### config.mk
export PLATFORM = sky130hd
export DESIGN_NAME = tff_trace_decoder
export DESIGN_NICKNAME = d
export VERILOG_FILES = /design/src/rtl/tff_trace_decoder_pkg.sv /design/src/rtl/sat_counter.sv /design/src/rtl/tff_trace_decoder.sv
export SDC_FILE = /design/constraint.sdc
export NUM_CORES = 1
export LEC_CHECK = 0
export ABC_CLOCK_PERIOD_IN_PS = 2500
export CORE_MARGIN = 5
export CORE_UTILIZATION = 25
export DETAILED_ROUTE_END_ITERATION = 10
export SLEW_MARGIN = 20
export SYNTH_ARGS = -nofsm -noshare
export SYNTH_HDL_FRONTEND = slang
export SYNTH_SLANG_ARGS = --single-unit
### constraint.sdc
create_clock -name Clk -period 2.5 [get_ports Clk]
set_clock_uncertainty 0.05 [all_clocks]
set_input_delay 0.5 -clock Clk [delete_from_list [all_inputs] [get_ports Clk]]
set_output_delay 0.5 -clock Clk [all_outputs]
set_load 0.05 [all_outputs]
### src/rtl/tff_trace_decoder_pkg.sv
// Shared types and the T-flip-flop machine's next-state rule for the trace decoder.
package tff_trace_decoder_pkg;

    typedef enum logic [1:0] {
        StIdle  = 2'b00,
        StTrack = 2'b01,
        StFault = 2'b10
    } state_e;

    // B toggles when TB = ~A & x.
    function automatic logic predict_b(input logic ap, input logic bp, input logic x);
        return bp ^ (~ap & x);
    endfunction

endpackage

### src/rtl/sat_counter.sv
// Up counter with synchronous clear; saturates at all-ones or wraps, selected by sat.
module sat_counter #(
    parameter int unsigned W = 8
) (
    input  logic         Clk,
    input  logic         rst,
    input  logic         inc,
    input  logic         clr,
    input  logic         sat,
    output logic [W-1:0] cnt
);

    logic [W-1:0] cnt_d;

    always_comb begin
        cnt_d = cnt;
        if (clr) begin
            cnt_d = '0;
        end else if (inc && !(sat && (&cnt))) begin
            cnt_d = cnt + 1'b1;
        end
    end

    always_ff @(posedge Clk or negedge rst) begin
        if (!rst) begin
            cnt <= '0;
        end else begin
            cnt <= cnt_d;
        end
    end

endmodule

### src/rtl/tff_trace_decoder.sv
// Monitors the {A,B} stream of the two-TFF machine, recovers x and flags illegal transitions.
module tff_trace_decoder
    import tff_trace_decoder_pkg::*;
#(
    parameter int unsigned CNT_W      = 8,
    parameter int unsigned MAX_ERR    = 3,
    parameter bit          CHECK_INIT = 1'b1
) (
    input  logic             Clk,
    input  logic             rst,
    input  logic             in_valid,
    input  logic             A,
    input  logic             B,
    input  logic             resync,
    output logic             x_rec,
    output logic             x_valid,
    output logic             err,
    output logic             fault,
    output logic [CNT_W-1:0] err_cnt,
    output logic [CNT_W-1:0] bit_cnt
);

    // An error seen while consec holds this value is the MAX_ERR-th in a row.
    localparam logic [CNT_W-1:0] ConsecLast = CNT_W'(MAX_ERR - 1);

    state_e           state_q, state_d;
    logic [1:0]       prev_q, prev_d;
    logic             x_rec_d, x_valid_d, err_d;
    logic             err_inc, bit_inc, consec_inc, consec_clr;
    logic [CNT_W-1:0] consec_q;

    always_comb begin
        state_d    = state_q;
        prev_d     = prev_q;
        x_rec_d    = x_rec;
        x_valid_d  = 1'b0;
        err_d      = 1'b0;
        err_inc    = 1'b0;
        bit_inc    = 1'b0;
        consec_inc = 1'b0;
        consec_clr = 1'b0;
        if (resync) begin
            state_d    = StIdle;
            consec_clr = 1'b1;
        end else if (in_valid) begin
            unique case (state_q)
                StIdle: begin
                    prev_d  = {A, B};
                    state_d = StTrack;
                    if (CHECK_INIT && (A || B)) begin
                        err_d      = 1'b1;
                        err_inc    = 1'b1;
                        consec_inc = 1'b1;
                    end
                end
                StTrack: begin
                    x_rec_d   = A;
                    x_valid_d = 1'b1;
                    bit_inc   = 1'b1;
                    prev_d    = {A, B};
                    if (B != predict_b(prev_q[1], prev_q[0], A)) begin
                        err_d      = 1'b1;
                        err_inc    = 1'b1;
                        consec_inc = 1'b1;
                        if (consec_q >= ConsecLast) begin
                            state_d = StFault;
                        end
                    end else begin
                        consec_clr = 1'b1;
                    end
                end
                StFault: begin
                end
                default: state_d = StIdle;
            endcase
        end
    end

    always_ff @(posedge Clk or negedge rst) begin
        if (!rst) begin
            state_q <= StIdle;
            prev_q  <= 2'b00;
            x_rec   <= 1'b0;
            x_valid <= 1'b0;
            err     <= 1'b0;
        end else begin
            state_q <= state_d;
            prev_q  <= prev_d;
            x_rec   <= x_rec_d;
            x_valid <= x_valid_d;
            err     <= err_d;
        end
    end

    assign fault = (state_q == StFault);

    sat_counter #(.W(CNT_W)) u_err_cnt (
        .Clk (Clk),
        .rst (rst),
        .inc (err_inc),
        .clr (1'b0),
        .sat (1'b1),
        .cnt (err_cnt)
    );

    sat_counter #(.W(CNT_W)) u_bit_cnt (
        .Clk (Clk),
        .rst (rst),
        .inc (bit_inc),
        .clr (1'b0),
        .sat (1'b0),
        .cnt (bit_cnt)
    );

    sat_counter #(.W(CNT_W)) u_consec_cnt (
        .Clk (Clk),
        .rst (rst),
        .inc (consec_inc),
        .clr (consec_clr),
        .sat (1'b1),
        .cnt (consec_q)
    );

endmodule

==> impl_metrics.tcl, run 1 <==
set metrics [dict create \
    pwr_density_cell_nw_per_um2 879 \
    synth_edf_count 0 \
    cp.buffers_inverters 1 \
    fmax_mhz 445 \
    dr.pass1.iters 4 \
    finalSetupTns_ns 0 \
    fin_ws_ns 0.254 \
    gr-usage-all-layers_pct 9.05 \
    wl_per_cell_um 13.0 \
    drc_errors 0 \
    num_rows 29 \
    io_buffers 25 \
    grt_max_degree 32 \
    drive_above_1_share_pct 20.1 \
    gp_congestion 0.763 \
    postRouteAntennaNets 0 \
    status "complete, no violations" \
    root_buffer "clkbuf_8" \
    first_global_vias 1245 \
    r2r_slack_ns 0.52 \
    crit_path_end_kind "output pin" \
    grt_pass1_wl_mm 6.04 \
    insertion_delay_ns 0.29 \
    drt_iter0_drc 54 \
    hold_viol_final 0 \
    clock-sinks 31 \
    nFillCells 631 \
    grt_overflow 0 \
    antennaDiodeCount 0 \
    slew_headroom_pct 65.1 \
    via_count 1271 \
    ys_types 45 \
    clockBufferDepth 2 \
    async_flop_share_pct 100 \
    cts_resized 0 \
    cp.arrival_ns 1.70 \
    die-area_um2 8200 \
    cap_violations 0 \
    max_stage_delay_ns 0.80 \
    crit_path_cell_trace "nor2b_1 > clkdlybuf4s50_1" \
    place_ws_ns -0.0396 \
    holdBufCountCts 0 \
    ys_seq_area_share_pct 47.8 \
    cts_setup_buffers 0 \
    cts_tree "yes" \
    area.growth.synth_to_final_pct 32.1 \
    pin_count 26 \
    drt_wl_total_mm 3.45 \
    antenna_found_initial 0 \
    crit_type "reg2out" \
    p_leak_uw 0.000904 \
    worstPathRequired_ns 1.95 \
    rsz0062_at_grt "no" \
    timing.final.crit_share_pct 89.8 \
    yosys_warnings 0 \
    holdWs_ns 0.421 \
    finalSetupViolCount 0 \
    tightestPinTransition_ns 0.523 \
    synth_area_per_cell_um2 11.0 \
    clk_pin_slew_ns 0.07 \
    synth_flop_cell "dfrtp_1" \
    hold_class "reg2reg" \
    die_w_um 90.6 \
    start_util_pct 25.6 \
    core_area_um2 6350 \
    startpoint_type "flop" \
    cts_buffers 5 \
    h-tree-depth 2 \
    final_max_slew_viol_count 0 \
    die_height_um 90.6 \
    nNetsFinal 198 \
    synth_cells 148 \
    layout_min_cycle_time_ns 2.25 \
    ys_ff_latch 31 \
    cpLargestDelayFamily "buffers and inverters" \
    vias_per_cell 4.78 \
    place_hpwl_mm 2.53 \
    ir_worst_vdd_mv 0.442 \
    cp_slowest_cell "clkdlybuf4s50_1" \
    cp_max_fo 5 \
    syn_nets 158 \
    synth_area_um2 1620 \
]
registers in the layout, indices dropped and copies added, names as in the netlist:
register,cells
u_bit_cnt.cnt,8
u_consec_cnt.cnt,8
u_err_cnt.cnt,8
prev_q,2
state_q,2
err,1
x_rec,1
x_valid,1
per-stage QoR:
| step | instances | cell area [µm²] | total power, µW | utilization (%) |
|---|---|---|---|---|
| after floorplan | 148 | 1620 | 1130 | - |
| after global placement | 258 | 2030 | 1370 | 31.9 |
| after detailed placement | 258 | 2030 | 1380 | 31.9 |
| after CTS | 266 | 2140 | 1910 | 33.8 |
| after global routing | 266 | 2140 | 1990 | 33.8 |
| final | 266 | 2140 | 1880 | 33.8 |
power breakdown:
group	switching [µW]	total (µW)	leakage, µW	internal (µW)
registers	101	689	0.000410	588
logic	427	676	0.000433	249
clock network	198	520	0.0000612	322
cell usage in the layout, fill, tap and decap left out, types with 2 or more instances in the layout:
cell and instances:
inv_1 3, buf_4 9, nand3_1 11, nand4_1 2, and3_1 2, nor4_1 6
dfrtp_1 31, xor2_1 7, a21oi_1 10, clkdlybuf4s50_1 25, ha_1 4, nor3_1 2
a21o_2 2, mux2_2 5, o211ai_1 2, nand2_1 12, o21ai_0 5, and4_1 2
nor2_1 6, xnor2_1 8, clkbuf_8 6, and3_2 2
synth_stat cells, drive strengths merged (3+ instances only):
cell | instances | area (µm²)
mux2 | 5 | 56.3
o21ai | 6 | 33.8
nand3 | 11 | 55.1
nand2 | 13 | 56.3
dfrtp | 31 | 776
ha | 4 | 50.1
nor3 | 3 | 20.0
and3 | 4 | 27.5
nor4 | 6 | 37.5
inv | 3 | 11.3
xor2 | 7 | 61.3
xnor2 | 8 | 70.1
nor2 | 6 | 22.5
a21oi | 10 | 50.1
area by class of cell:
cell class | count | area, µm² | area share (%)
tap | 77 | 96.3 | 4.50
timing repair buffer | 34 | 318 | 14.8
sequential | 31 | 776 | 36.2
inverter | 3 | 11.3 | 0.525
clock buffer | 6 | 82.6 | 3.85
clock inverter | 2 | 35.0 | 1.63
multi-input combinational | 113 | 825 | 38.5
worst paths after layout:
| check | startpoint | cells after the start | to |
|---|---|---|---|
| hold / removal | u_bit_cnt.cnt[7] | 1 | u_bit_cnt.cnt[7] |
| hold reg to reg | u_bit_cnt.cnt[7] | 1 | u_bit_cnt.cnt[7] |
| max in group asynchronous | rst | 2 | u_consec_cnt.cnt[4] |
| setup / recovery | state_q[1] | 2 | fault |
| min in group asynchronous | rst | 2 | x_valid |
| setup reg to reg | prev_q[1] | 7 | u_consec_cnt.cnt[1] |
cells by family (layout without fill, tap and decap cells):
family,count (synthesis),in the layout,share of synthesized area (%)
AOI/OAI and AO/OA,29,29,13.5
buffers and inverters,4,45,1.39
DFF,31,31,47.8
muxes,5,5,3.47
and+or+nand+nor,60,60,22.7
adders and majority gates,4,4,3.08
xor gates and xnor gates,15,15,8.10
layer usage:
metal  global-route usage, %  wire length (µm)
met1                    11.2              1550
met2                    13.7              1620
met3                    3.83               230
met4                    3.72                56
met5                       0                 0
Power figures use the tool's default switching activity.
==> inputs of run 2 (changes only) <==
- CTS_BUF_LIST: default -> sky130_fd_sc_hd__clkbuf_16
- RECOVER_POWER: default -> 50
==> run 2 against run 1 <==
  * Sequential power barely moved
  * Maximum frequency fell by 0.93%
  * Highest routed layer unchanged
  * Flip-flop and latch count did not move
  * Worst hold slack got worse by 0.0022 ns
  * Non-clock buffer count did not move
  * Routed wire length fell by 0.55%
  * First-iteration DRC count fell by 56%
  * Combinational power fell by 0.6%
==> impl_metrics.tcl, run 2 (synthesis results as in run 1) <==
set metrics [dict create \
    holdBufCountCts 0 \
    finalSetupTns_ns 0 \
    first_global_vias 1253 \
    holdWs_ns 0.418 \
    largestRegisters "u_bit_cnt.cnt x8, u_consec_cnt.cnt x8, u_err_cnt.cnt x8" \
    place_hpwl_mm 2.53 \
    cts_setup_buffers 0 \
    highest_layer "met4" \
    ir_worst_vdd_mv 0.552 \
    timing.rr.start "prev_q[1]" \
    dr.pass1.iters 4 \
    fmax_mhz 441 \
    final_common_cell "dfrtp_1" \
    drt_iter0_drc 24 \
    cp_max_fo 12 \
    cts_resized 0 \
    rsz0062_at_grt "no" \
    fin_util_pct 34.0 \
    crit_type "in2reg" \
    clk_pin_slew_ns 0.05 \
    core_area_um2 6350 \
    r2r_slack_ns 0.50 \
    num_rows 29 \
    drive_above_1_share_pct 16.9 \
    final_max_slew_viol_count 0 \
    worstPathRequired_ns 2.64 \
    cap_violations 0 \
    pin_count 26 \
    crit_path_end_kind "flop" \
    min-delay-start "u_bit_cnt.cnt[7]" \
    postRouteAntennaNets 0 \
    root_buffer "clkbuf_16" \
    grt_pass1_wl_mm 6.03 \
    insertion_delay_ns 0.28 \
    startpoint_type "primary input" \
    drc_errors 0 \
    clockBufferDepth 2 \
    die_height_um 90.6 \
    drt_wl_total_mm 3.43 \
    cp.arrival_ns 2.41 \
    grt_overflow 0 \
    wl_met1_mm 1.54 \
    die-area_um2 8200 \
    tightestPinTransition_ns 0.765 \
    timing.final.crit_share_pct 90.7 \
    pwr_density_cell_nw_per_um2 944 \
    slew_headroom_pct 49.0 \
    wl_met3_um 211 \
    final_cell_mix "dfrtp_1 (31), clkdlybuf4s50_1 (23), nand2_1 (12)" \
    layout_min_cycle_time_ns 2.27 \
    h-tree-depth 2 \
    fin_ws_ns 0.233 \
    antenna_found_initial 0 \
    hold_viol_final 0 \
    io_buffers 25 \
    area.growth.synth_to_final_pct 33.1 \
    start_util_pct 25.6 \
    gp_congestion 0.763 \
    nNetsFinal 198 \
    via_count 1277 \
    wl_met2_mm 1.63 \
    vias_per_cell 4.80 \
    hold_class "reg2reg" \
    clock-sinks 31 \
    cts_buffers 5 \
    cts_tree "yes" \
    die_w_um 90.6 \
    status "complete, no violations" \
    nFillCells 632 \
    holdPathEnd "u_bit_cnt.cnt[7]" \
    grt_max_degree 32 \
    dpl-instance-area_um2 2030 \
    p_leak_uw 0.000907 \
    hold-path-cell-count 1 \
    antennaDiodeCount 0 \
    fin_area_um2 2160 \
    r2r_end "u_consec_cnt.cnt[1]" \
    gr-usage-all-layers_pct 8.89 \
    wl_per_cell_um 12.9 \
    finalSetupViolCount 0 \
    place_ws_ns -0.0396 \
    rr_worst_depth 7 \
]
run 2: final cells by class:
type / instances / area [µm²] / share of cell area [%]
Multi-Input combinational cell: 113 / 808 / 37.4
Tap cell: 77 / 96.3 / 4.46
Timing Repair Buffer: 34 / 304 / 14.1
Clock buffer: 5 / 125 / 5.79
Sequential cell: 31 / 776 / 35.9
Inverter: 3 / 11.3 / 0.521
Clock inverter: 3 / 38.8 / 1.80
run 2: power breakdown:
group	switching (µW)	total [µW]	internal, µW
sequential	101	690	589
clock	213	677	464
combinational	427	672	245
total	741	2040	1300
run 2: how the worst max path moves through the flow:
stage | from | to | slack [ns]
finish | A | u_consec_cnt.cnt[1] | 0.23
global route | A | u_consec_cnt.cnt[1] | 0.12
CTS | A | u_consec_cnt.cnt[1] | 0.24
detailed placement | A | u_consec_cnt.cnt[0] | -0.04
global placement | A | u_consec_cnt.cnt[0] | -0.005
floorplan | u_err_cnt.cnt[2] | u_err_cnt.cnt[1] | 0.69
run 2: worst max-delay path, stage by stage:
cell	delay, ns
clkdlybuf4s50_1	0.52
nand2b_4	0.08
or2_4	0.24
a221oi_4	0.54
buf_4	0.23
buf_4	0.11
o211ai_1	0.08
o21ai_0	0.09
run 2: routing by layer:
metal  up-vias  GRT usage [%]
met1       619           11.2
met4         0           2.61
met3         7           3.58
li1        624              -
met2        27           13.9
met5         -              0
run 2: through the flow:
| step | power, µW | std cells |
|---|---|---|
| final | 2040 | 266 |
| after global routing | 2140 | 266 |
| after CTS | 2070 | 266 |
| after detailed placement | 1380 | 258 |
| after global placement | 1370 | 258 |
| after floorplan | 1130 | 148 |
==> inputs of run 3 (changes only) <==
- CTS_CLUSTER_SIZE: default -> 16
- PLACE_DENSITY: default -> 0.49
==> run 3 against run 2 <==
  * Combinational power barely moved
  * Critical path depth decreased by 2
  * Maximum frequency up 1.7%
  * Count of clock-buffer cells in the layout did not move
  * Cell area grew 0.35%
  * Critical path type unchanged
  * Highest routed layer unchanged
==> impl_metrics.tcl, run 3 (synthesis results as in run 1) <==
set metrics [dict create \
    status "complete, no violations" \
    clkPwrFrac_pct 33.3 \
    crit_path_end_kind "flop" \
    final_cell_mix "dfrtp_1 (31), clkdlybuf4s50_1 (22), nand2_1 (12)" \
    gr-usage-all-layers_pct 9.25 \
    wl_per_cell_um 13.3 \
    finalSetupViolCount 0 \
    finalSetupTns_ns 0 \
    final_cells 267 \
    final_max_slew_viol_count 0 \
    postRouteAntennaNets 0 \
    ir_worst_vdd_mv 0.614 \
    place_hpwl_mm 2.59 \
    tightestPinTransition_ns 0.785 \
    r2r_slack_ns 0.61 \
    insertion_delay_ns 0.28 \
    layout_min_cycle_time_ns 2.23 \
    clk_pin_slew_ns 0.05 \
    cap_violations 0 \
    cp-startpoint "resync" \
    hold_viol_final 0 \
    largestRegisters "u_bit_cnt.cnt x8, u_consec_cnt.cnt x8, u_err_cnt.cnt x8" \
    pwr_density_cell_nw_per_um2 943 \
    die-area_um2 8200 \
    placedCellCount 259 \
    vias_per_cell 4.78 \
    antenna_found_initial 0 \
    crit_type "in2reg" \
    p_int_uw 1300 \
    via_count 1277 \
    core_area_um2 6350 \
    final_common_cell "dfrtp_1" \
    timing.final.crit_share_pct 89.2 \
    p_switching_uw 747 \
    grt_overflow 0 \
    num_rows 29 \
    grt_pass1_wl_mm 6.04 \
    drt_wl_total_mm 3.54 \
    switching_share_pct 36.5 \
    drt_iter0_drc 55 \
    h-tree-depth 2 \
    cts_tree "yes" \
    nNetsFinal 199 \
    die_w_um 90.6 \
    timing.rr.start "u_consec_cnt.cnt[0]" \
    drive_above_1_share_pct 17.4 \
    hold_class "reg2reg" \
    r2r_end "u_consec_cnt.cnt[5]" \
    slew_headroom_pct 47.7 \
    ff_latch_area_um2 776 \
    p_seq_share_pct 33.9 \
    cts_buffers 5 \
    clockBufferDepth 2 \
    rr_worst_depth 6 \
    drc_errors 0 \
    combPwrFrac_pct 32.8 \
    root_buffer "clkbuf_16" \
    holdBufCountCts 0 \
    die_height_um 90.6 \
    gp_congestion 0.788 \
    rsz0062_at_grt "no" \
    p_leak_uw 0.000912 \
    startpoint_type "primary input" \
    pin_count 26 \
    worstPathRequired_ns 2.61 \
    nFillCells 652 \
    cts_setup_buffers 0 \
    cts_resized 0 \
    area.growth.synth_to_final_pct 33.5 \
    start_util_pct 25.6 \
    dr.pass1.iters 4 \
    fmax_mhz 449 \
    min-delay-start "u_bit_cnt.cnt[7]" \
    cp.arrival_ns 2.34 \
    clock-sinks 31 \
    antennaDiodeCount 0 \
    multi_input_area_um2 808 \
    first_global_vias 1238 \
    holdPathEnd "u_bit_cnt.cnt[7]" \
    cp_max_fo 6 \
    hold-path-cell-count 1 \
    io_buffers 25 \
    grt_max_degree 32 \
]
run 3: cell count changes in the layout (fill, tap and decap cells not counted), sizes merged:
cell / delta
dlygate4sd3: +1
clkdlybuf4s50: -1
buf: +1
run 3: worst max path at each step:
stage	to
2_1_floorplan	u_err_cnt.cnt[1]
4_1_cts	fault
6_report	u_err_cnt.cnt[1]
3_3_place_gp	u_err_cnt.cnt[5]
3_5_place_dp	u_err_cnt.cnt[7]
5_1_grt	u_err_cnt.cnt[3]
run 3: routing by layer:
layer | GRT usage [%] | up-vias | share of wire, %
met5 | 0 | - | 0
met4 | 4.09 | 0 | 1.6
met3 | 4.25 | 6 | 5.3
met2 | 13.3 | 29 | 44
met1 | 11.8 | 612 | 49
li1 | - | 630 | -
run 3: worst max-delay path, cell delays in order:
cell	delay (ns)
dlygate4sd3_1	0.56
nor3b_1	0.37
and2_4	0.28
o21ai_2	0.10
nor2_1	0.18
mux2_2	0.35
run 3: cell type report:
class                           instances  area share, %
Sequential cell                        31           35.8
Tap cell                               77           4.45
Clock inverter                          3           1.79
Clock buffer                            5           5.77
Timing Repair Buffer                   35           14.4
Inverter                                3          0.520
Multi-Input combinational cell        113           37.3
run 3: power groups by stage:
stage / Clock (µW) / Sequential [µW] / Combinational, µW
after floorplan: 0 / 950 / 184
after global placement: 0 / 702 / 683
after detailed placement: 0 / 702 / 683
after CTS: 697 / 694 / 686
after global routing: 726 / 711 / 716
final: 680 / 693 / 671
run 3: stage by stage:
| step | util (%) | hold slack (ns) | setup slack, ns | total power, µW | instance area, µm² |
|---|---|---|---|---|---|
| floorplan | - | 0.154 | 0.686 | 1130 | 1620 |
| global placement | 32.0 | 0.415 | 0.126 | 1380 | 2030 |
| detailed placement | 32.0 | 0.419 | 0.114 | 1380 | 2030 |
| CTS | 34.6 | 0.426 | 0.214 | 2080 | 2200 |
| global route | 34.1 | 0.447 | 0.200 | 2150 | 2170 |
| finish | 34.1 | 0.422 | 0.271 | 2040 | 2170 |
